$ cat src/rtl/lsu_pkg.sv
// Shared types for the load/store unit: access sizes, FSM states and the captured request.
// Pure declarations; no timing or flow-control behaviour lives here.
package lsu_pkg;

   localparam int LANE_BYTES = 4;

   typedef enum logic [1:0] {
      SZ_B   = 2'd0,
      SZ_H   = 2'd1,
      SZ_W   = 2'd2,
      SZ_BAD = 2'd3
   } mem_size_e;

   typedef enum logic [1:0] {
      ST_IDLE,
      ST_READ,
      ST_WRITE,
      ST_RESP
   } lsu_state_e;

   // Only what the load-extract step needs later; everything else is consumed at accept.
   typedef struct packed {
      mem_size_e  size;
      logic       sgn;
      logic [1:0] off;
   } req_t;

   function automatic logic misaligned(input mem_size_e size, input logic [1:0] off);
      case (size)
         SZ_H:    return off[0];
         SZ_W:    return off != 2'b00;
         SZ_BAD:  return 1'b1;
         default: return 1'b0;
      endcase
   endfunction

endpackage

$ cat src/rtl/lsu_lane_align.sv
// Byte-lane steering: store mask/replication and load extract/extend. Purely combinational,
// zero latency, no flow control.
module lsu_lane_align
   import lsu_pkg::*;
(
   input  mem_size_e                 st_size,
   input  logic [1:0]                st_off,
   input  logic [8*LANE_BYTES-1:0]   st_wdata,
   output logic [LANE_BYTES-1:0]     st_mask,
   output logic [8*LANE_BYTES-1:0]   st_data,
   input  mem_size_e                 ld_size,
   input  logic [1:0]                ld_off,
   input  logic                      ld_signed,
   input  logic [8*LANE_BYTES-1:0]   ld_rdata,
   output logic [8*LANE_BYTES-1:0]   ld_result
);

   logic [8*LANE_BYTES-1:0] ld_shift;

   always_comb begin
      st_mask = '0;
      st_data = st_wdata;
      case (st_size)
         SZ_B: begin
            st_mask = 4'b0001 << st_off;
            st_data = {4{st_wdata[7:0]}};
         end
         SZ_H: begin
            st_mask = 4'b0011 << st_off;
            st_data = {2{st_wdata[15:0]}};
         end
         SZ_W:    st_mask = 4'b1111;
         default: st_mask = '0;
      endcase
   end

   // Shift the addressed lane down to bit 0, then extend.
   always_comb begin
      ld_shift  = ld_rdata >> {ld_off, 3'b000};
      ld_result = ld_rdata;
      case (ld_size)
         SZ_B:    ld_result = {{24{ld_signed & ld_shift[7]}}, ld_shift[7:0]};
         SZ_H:    ld_result = {{16{ld_signed & ld_shift[15]}}, ld_shift[15:0]};
         default: ld_result = ld_rdata;
      endcase
   end

endmodule

$ cat src/rtl/mem_access_unit.sv
// CPU load/store adapter onto an async-read RAM; response 2 cycles after accept (1 for faults).
// One request outstanding: req_ready only in IDLE; the response holds until resp_ready.
module mem_access_unit
   import lsu_pkg::*;
#(
   parameter  int NUM_BYTES  = 1 << 21,
   parameter  int DATA_WIDTH = 32,
   localparam int ADDR_WIDTH = $clog2(NUM_BYTES)
) (
   input  logic                  clk,
   input  logic                  reset,
   input  logic                  req_valid,
   output logic                  req_ready,
   input  logic                  req_wen,
   input  logic [1:0]            req_size,
   input  logic                  req_signed,
   input  logic [31:0]           req_addr,
   input  logic [DATA_WIDTH-1:0] req_wdata,
   output logic                  resp_valid,
   input  logic                  resp_ready,
   output logic [DATA_WIDTH-1:0] resp_rdata,
   output logic                  resp_err,
   output logic [ADDR_WIDTH-1:0] mem_waddr,
   output logic [DATA_WIDTH-1:0] mem_wdata,
   output logic [3:0]            mem_wmask,
   output logic                  mem_wen,
   output logic [ADDR_WIDTH-1:0] mem_raddr,
   input  logic [DATA_WIDTH-1:0] mem_rdata
);

   lsu_state_e            state_q, state_d;
   req_t                  req_q, req_d;
   logic                  resp_valid_q, resp_valid_d;
   logic                  resp_err_q, resp_err_d;
   logic [DATA_WIDTH-1:0] resp_rdata_q, resp_rdata_d;
   logic [ADDR_WIDTH-1:0] mem_waddr_q, mem_waddr_d;
   logic [DATA_WIDTH-1:0] mem_wdata_q, mem_wdata_d;
   logic [3:0]            mem_wmask_q, mem_wmask_d;
   logic                  mem_wen_q, mem_wen_d;
   logic [ADDR_WIDTH-1:0] mem_raddr_q, mem_raddr_d;

   mem_size_e             in_size;
   logic                  in_fault;
   logic [ADDR_WIDTH-1:0] in_word_addr;
   logic [3:0]            st_mask;
   logic [DATA_WIDTH-1:0] st_data;
   logic [DATA_WIDTH-1:0] ld_result;

   assign in_size      = mem_size_e'(req_size);
   assign in_fault     = misaligned(in_size, req_addr[1:0]) ||
                         ({1'b0, req_addr} >= 33'(NUM_BYTES));
   assign in_word_addr = {req_addr[ADDR_WIDTH-1:2], 2'b00};

   // Store side steers the live request; load side works from the captured request.
   lsu_lane_align u_align (
      .st_size   (in_size),
      .st_off    (req_addr[1:0]),
      .st_wdata  (req_wdata),
      .st_mask   (st_mask),
      .st_data   (st_data),
      .ld_size   (req_q.size),
      .ld_off    (req_q.off),
      .ld_signed (req_q.sgn),
      .ld_rdata  (mem_rdata),
      .ld_result (ld_result)
   );

   always_comb begin
      state_d      = state_q;
      req_d        = req_q;
      resp_valid_d = 1'b0;
      resp_err_d   = resp_err_q;
      resp_rdata_d = resp_rdata_q;
      mem_waddr_d  = mem_waddr_q;
      mem_wdata_d  = mem_wdata_q;
      mem_wmask_d  = mem_wmask_q;
      mem_wen_d    = 1'b0;
      mem_raddr_d  = mem_raddr_q;
      case (state_q)
         ST_IDLE: begin
            if (req_valid) begin
               req_d = '{size: in_size, sgn: req_signed, off: req_addr[1:0]};
               if (in_fault) begin
                  state_d      = ST_RESP;
                  resp_err_d   = 1'b1;
                  resp_rdata_d = '0;
               end else if (req_wen) begin
                  state_d     = ST_WRITE;
                  mem_wen_d   = 1'b1;
                  mem_waddr_d = in_word_addr;
                  mem_wdata_d = st_data;
                  mem_wmask_d = st_mask;
               end else begin
                  state_d     = ST_READ;
                  mem_raddr_d = in_word_addr;
               end
            end
         end
         ST_WRITE: begin
            state_d      = ST_RESP;
            resp_err_d   = 1'b0;
            resp_rdata_d = '0;
         end
         ST_READ: begin
            state_d      = ST_RESP;
            resp_err_d   = 1'b0;
            resp_rdata_d = ld_result;
         end
         ST_RESP: begin
            // First RESP cycle loads the response register; valid rises on the next edge.
            if (resp_valid_q && resp_ready) begin
               state_d = ST_IDLE;
            end else begin
               resp_valid_d = 1'b1;
            end
         end
         default: state_d = ST_IDLE;
      endcase
   end

   always_ff @(posedge clk or posedge reset) begin
      if (reset) begin
         state_q      <= ST_IDLE;
         req_q        <= '0;
         resp_valid_q <= 1'b0;
         resp_err_q   <= 1'b0;
         resp_rdata_q <= '0;
         mem_waddr_q  <= '0;
         mem_wdata_q  <= '0;
         mem_wmask_q  <= '0;
         mem_wen_q    <= 1'b0;
         mem_raddr_q  <= '0;
      end else begin
         state_q      <= state_d;
         req_q        <= req_d;
         resp_valid_q <= resp_valid_d;
         resp_err_q   <= resp_err_d;
         resp_rdata_q <= resp_rdata_d;
         mem_waddr_q  <= mem_waddr_d;
         mem_wdata_q  <= mem_wdata_d;
         mem_wmask_q  <= mem_wmask_d;
         mem_wen_q    <= mem_wen_d;
         mem_raddr_q  <= mem_raddr_d;
      end
   end

   assign req_ready  = (state_q == ST_IDLE);
   assign resp_valid = resp_valid_q;
   assign resp_err   = resp_err_q;
   assign resp_rdata = resp_rdata_q;
   assign mem_waddr  = mem_waddr_q;
   assign mem_wdata  = mem_wdata_q;
   assign mem_wmask  = mem_wmask_q;
   assign mem_wen    = mem_wen_q;
   assign mem_raddr  = mem_raddr_q;

endmodule
$ cat config.mk
export PLATFORM = sky130hd
export DESIGN_NAME = mem_access_unit
export DESIGN_NICKNAME = d
export VERILOG_FILES = /design/src/rtl/lsu_pkg.sv /design/src/rtl/lsu_lane_align.sv /design/src/rtl/mem_access_unit.sv
export SDC_FILE = /design/constraint.sdc
export NUM_CORES = 1
export LEC_CHECK = 0
export ABC_AREA = 1
export CAP_MARGIN = 20
export CORE_MARGIN = 10
export CORE_UTILIZATION = 60
export DETAILED_ROUTE_END_ITERATION = 7
export DONT_BUFFER_PORTS = 1
export PLACE_DENSITY = 0.76
export SLEW_MARGIN = 10
export SYNTH_ARGS = -nofsm -noshare
export SYNTH_HDL_FRONTEND = slang
export SYNTH_SLANG_ARGS = --single-unit
$ cat constraint.sdc
create_clock -name clk -period 5.3 [get_ports clk]
set_input_delay 1.59 -clock clk [delete_from_list [all_inputs] [get_ports clk]]
set_output_delay 1.59 -clock clk [all_outputs]
set_load 0.02 [all_outputs]
==> impl_table.tex <==
\begin{tabular}{lr}
\hline
Metric & Value \\
\hline
\multicolumn{2}{l}{\textbf{Status}} \\
\quad Result of the run & finished, final reports clean \\
\multicolumn{2}{l}{\textbf{Synthesis}} \\
\quad Post-synthesis instance area & 5840 sq um \\
\quad Number of synthesized register bits & around 120 \\
\quad Synth Area in XOR/XNOR & 0 \\
\quad Register area share after synthesis & 0.497 \\
\quad Simple-gate portion of the synthesized area & 0.288 \\
\quad Primary flip-flop cell chosen by synthesis mapping & sky130\_fd\_sc\_hd\_\_dfrtp\_1 \\
\quad Portion of synthesized cell area occupied by the leading cell type & 0.497 \\
\quad Largest family of logic cells by synthesized area & simple AND/OR/NAND/NOR gates \\
\quad Post-synthesis share of cell area spent on full adders, half adders and majority gates & 0.00643 \\
\quad Synthesized-area fraction occupied by ao, oa, aoi and oai cells & 0.125 \\
\quad Count of cell types in the netlist & 32 \\
\quad EDFF count, synth & 0 \\
\quad Number of warnings issued by yosys & 0 \\
\quad Largest area contributor in the netlist & sky130\_fd\_sc\_hd\_\_dfrtp\_1 \\
\quad Mean area per synthesized cell & 7.63 sq um \\
\quad Gate count of the mapped netlist & between 700 and 800 \\
\quad Post-synthesis mux area share & 0 \\
\quad Main area contributors after synthesis & sky130\_fd\_sc\_hd\_\_dfrtp\_1 (50\%), sky130\_fd\_sc\_hd\_\_nand2\_1 (20\%), sky130\_fd\_sc\_hd\_\_inv\_1 (4.0\%) \\
\quad Share of synthesized registers carrying an async set or reset & 1.00 \\
\multicolumn{2}{l}{\textbf{Clock network}} \\
\quad Max Buffers Root-to-Sink & 2 \\
\quad Clock Latency Late Sink & 0.51 ns \\
\quad Depth of the CTS H-tree & 4 \\
\quad Number of CTS-inserted buffers & 17 \\
\quad Number of setup buffers added after CTS & 0 \\
\quad Hold Buf Count CTS & 0 \\
\quad Clock transition at the registers of the reported paths & 0.06 ns \\
\quad \# resized after CTS & 0 \\
\quad Clock root cell & sky130\_fd\_sc\_hd\_\_clkbuf\_8 \\
\quad TritonCTS clock tree & built \\
\quad Sinks on Clock Net & roughly 120 \\
\multicolumn{2}{l}{\textbf{Critical path}} \\
\quad Arrival time worst endpoint & about 3.6 ns \\
\quad FF-to-FF End & resp\_rdata[11]\$\_DFFE\_PP0P\_ \\
\quad Worst-case reg-to-reg path depth & 7 \\
\quad Setup Crit Path Kind & in -> reg \\
\quad Capturing element of the worst setup path & resp\_rdata[11]\$\_DFFE\_PP0P\_ \\
\quad CP required & between 5 and 6 ns \\
\quad CP max FO & 29 \\
\quad Worst setup EP type & flip-flop \\
\quad CP Launch Type & input pin \\
\quad FF-to-FF Start & state\_q[0]\$\_DFFE\_PP0P\_ \\
\quad Slack of the worst reg-to-reg path & 2.40 ns \\
\quad Worst Setup SP & req\_addr[27] \\
\multicolumn{2}{l}{\textbf{Layout}} \\
\quad Multi-input combinational cell area & $\sim$2500 sq um \\
\quad Number of nets in the final layout & 859 \\
\quad Filler instances & around 790 \\
\quad Area added between synthesis and finish & 10.4\% \\
\quad Antenna cell count & 0 \\
\quad Final Instance Area & 6440 sq um \\
\quad Sequential cell area in the final layout & 2900 sq um \\
\quad Share of layout cells above drive strength 1 & 0.0863 \\
\quad Utilization after layout & 0.688 \\
\multicolumn{2}{l}{\textbf{Floorplanning}} \\
\quad I/O pin cnt & around 220 \\
\quad Horiz. Die Dim & 119 microns \\
\quad Area of the core region & approximately 9400 sq um \\
\quad Y dimension of the die & roughly 120 microns \\
\quad FP Rows & 35 \\
\quad Area of the die & 14,100 sq um \\
\quad Initial standard-cell utilization of the core & 0.623 \\
\multicolumn{2}{l}{\textbf{Power}} \\
\quad Leakage & 3.35 nW \\
\quad Share of total power consumed by net switching & 0.401 \\
\quad Sequential Power Share & 0.414 \\
\quad Pwr per Cell Area & about 510 nW/um\^{}2 \\
\quad Total power & between 0.003 and 0.004 W \\
\quad Internal power component & $\sim$0.0020 W \\
\quad Net switching component of the power & around 0.0013 W \\
\quad Clock network fraction of total power & 0.347 \\
\quad IR Drop Worst-Case VDD & 0.223 mV \\
\quad Proportion of power drawn by combinational gates & 0.239 \\
\multicolumn{2}{l}{\textbf{Detailed routing}} \\
\quad Routed wire length & around 17,000 microns \\
\quad Number of vias per cell after detailed routing & 5.56 \\
\quad Antenna-violating nets left & 0 \\
\quad WL per Instance & around 19 microns \\
\quad Initial DRT Pass Iterations & 5 \\
\quad DRC marker count from the first detailed-route iteration & around 470 \\
\quad Via count & between 4,000 and 5,000 \\
\quad DR DRC count & 0 \\
\multicolumn{2}{l}{\textbf{STA}} \\
\quad Post-route clock period utilization & 0.605 \\
\quad Final number of hold-violating endpoints & 0 \\
\quad Final total negative setup slack & 0 ns \\
\quad Setup repair after global routing missed its margin & false \\
\quad Skew final & 0.0110 ns \\
\quad Slack of the critical path & approximately 2.1 ns \\
\quad Setup violations, final & 0 \\
\quad Headroom to the max-slew limit & 0.436 \\
\quad Count of pins over their slew limit & 0 \\
\quad Highest clock rate & 312 MHz \\
\quad Clock period minus worst slack & between 3 and 4 ns \\
\quad Actual slew at the worst max-slew pin & 0.844 ns \\
\multicolumn{2}{l}{\textbf{Hold path}} \\
\quad Type of the most critical hold path & reg -> reg \\
\multicolumn{2}{l}{\textbf{Placement}} \\
\quad Total placed instance area & just under 6000 sq um \\
\quad IO Port Bufs & 0 \\
\quad Estimated wirelength of the detail-placed design & roughly 13,000 microns \\
\quad Worst setup slack after placement & roughly 1.6 ns \\
\quad Routability-driven placement congestion ratio & $\sim$0.95 \\
\multicolumn{2}{l}{\textbf{Global route}} \\
\quad Largest net degree at the start of global routing & between 80 and 90 \\
\quad First-pass GRT wire length & between 20,000 and 30,000 microns \\
\quad Total Routing Usage GR & 0.236 \\
\quad Initial antenna violation count & 0 \\
\quad Vias in the first global route & about 5,000 \\
\quad Gr ovfl total & 0 \\
\multicolumn{2}{l}{\textbf{Job}} \\
\quad Number of max-cap violations & 0 \\
\hline
\end{tabular}
==> cells in the final DEF (no fill, tap or decap), drive strengths merged <==
master and n:
buf 5, a21oi 25, or2 1, o211ai 3, nand3b 1, ha 3, nand3 50, dfrtp 116
and2 12, nor2 32, o21ai 90, nor3 1, nand4 1, clkinv 6, conb 4, inv 74
o21a 7, nand2 307, bufinv 2, clkinvlp 2, o22ai 5, clkbuf 18
==> state kept, by name, summed over array words and instances, names as in the netlist <==
| name | cells |
|---|---|
| mem_wen | 1 |
| resp_valid | 1 |
| resp_err | 1 |
| state_q | 2 |
| mem_wmask | 4 |
| mem_wdata | 32 |
| mem_waddr | 19 |
| mem_raddr | 19 |
| req_q | 5 |
| resp_rdata | 32 |
==> synth_stat cells, types with 2 or more instances <==
library cell	instances
sky130_fd_sc_hd__clkinv_1	3
sky130_fd_sc_hd__a21oi_2	2
sky130_fd_sc_hd__nand2_1	306
sky130_fd_sc_hd__o21ai_1	39
sky130_fd_sc_hd__dfrtp_1	116
sky130_fd_sc_hd__buf_2	16
sky130_fd_sc_hd__inv_1	62
sky130_fd_sc_hd__o21ai_2	10
sky130_fd_sc_hd__buf_6	4
sky130_fd_sc_hd__ha_1	3
sky130_fd_sc_hd__a21oi_1	23
sky130_fd_sc_hd__nand3_1	46
sky130_fd_sc_hd__nand3_2	4
sky130_fd_sc_hd__and2_1	4
sky130_fd_sc_hd__o21a_1	7
sky130_fd_sc_hd__o21ai_0	41
sky130_fd_sc_hd__nor2_1	28
sky130_fd_sc_hd__clkbuf_1	13
sky130_fd_sc_hd__nor2_4	2
sky130_fd_sc_hd__and2_0	8
sky130_fd_sc_hd__o22ai_1	5
sky130_fd_sc_hd__o211ai_1	3
sky130_fd_sc_hd__nor2_2	2
sky130_fd_sc_hd__inv_2	5
sky130_fd_sc_hd__buf_4	6
==> cell families (layout without fill, tap and decap cells) <==
kind of cell    count (synthesis)  count (layout)
simple gates                  405             405
compound gates                130             130
flops                         116             116
buf+inv                       110             107
fa+ha+maj                       3               3
other cells                     1               4
==> per-layer routing <==
layer  track usage  share of wire
met1         0.256           0.35
met2         0.387           0.49
met3         0.127           0.14
met4        0.0763          0.020
met5             0              0
==> stage by stage <==
step | hold WS [ns] | std cells
global placement | 0.500 | 861
CTS | 0.521 | 893
floorplan | 0.476 | 768
global route | 0.560 | 894
finish | 0.518 | 894
detailed placement | 0.506 | 861
==> layout make-up <==
type	count	area share
Inverter	70	0.0412
Clock inverter	14	0.0262
Sequential cell	116	0.450
Tap cell	129	0.0250
Multi-Input combinational cell	542	0.382
Clock buffer	18	0.0664
Timing Repair Buffer	5	0.00893
==> worst max-delay path, cell delays in order <==
cell	delay, ns
sky130_fd_sc_hd__nor2_1	0.13
sky130_fd_sc_hd__nand2_1	0.08
sky130_fd_sc_hd__nor2_1	0.30
sky130_fd_sc_hd__nand4_4	0.31
sky130_fd_sc_hd__nand2_1	0.72
sky130_fd_sc_hd__buf_4	0.33
sky130_fd_sc_hd__nand2_1	0.08
sky130_fd_sc_hd__o21ai_1	0.09
==> worst min-delay path by stage <==
| stage | cells after the start | from | endpoint |
|---|---|---|---|
| 2_1_floorplan | 2 | req_q[3]$_DFFE_PP0P_ | req_q[3]$_DFFE_PP0P_ |
| 3_5_place_dp | 2 | req_q[3]$_DFFE_PP0P_ | req_q[3]$_DFFE_PP0P_ |
| 4_1_cts | 2 | req_q[3]$_DFFE_PP0P_ | req_q[3]$_DFFE_PP0P_ |
| 3_3_place_gp | 2 | req_q[3]$_DFFE_PP0P_ | req_q[3]$_DFFE_PP0P_ |
| 5_1_grt | 2 | req_q[3]$_DFFE_PP0P_ | req_q[3]$_DFFE_PP0P_ |
| 6_report | 2 | req_q[3]$_DFFE_PP0P_ | req_q[3]$_DFFE_PP0P_ |
==> power by group through the flow <==
stage / Clock (W) / Sequential (W) / Combinational (W)
5_1_grt: 0.00121 / 0.00140 / 0.000903
2_1_floorplan: 0 / 0.00129 / 0.000690
4_1_cts: 0.00116 / 0.00137 / 0.000788
3_5_place_dp: 0 / 0.00139 / 0.000779
3_3_place_gp: 0 / 0.00138 / 0.000755
6_report: 0.00115 / 0.00137 / 0.000793
Power figures use the tool's default switching activity.
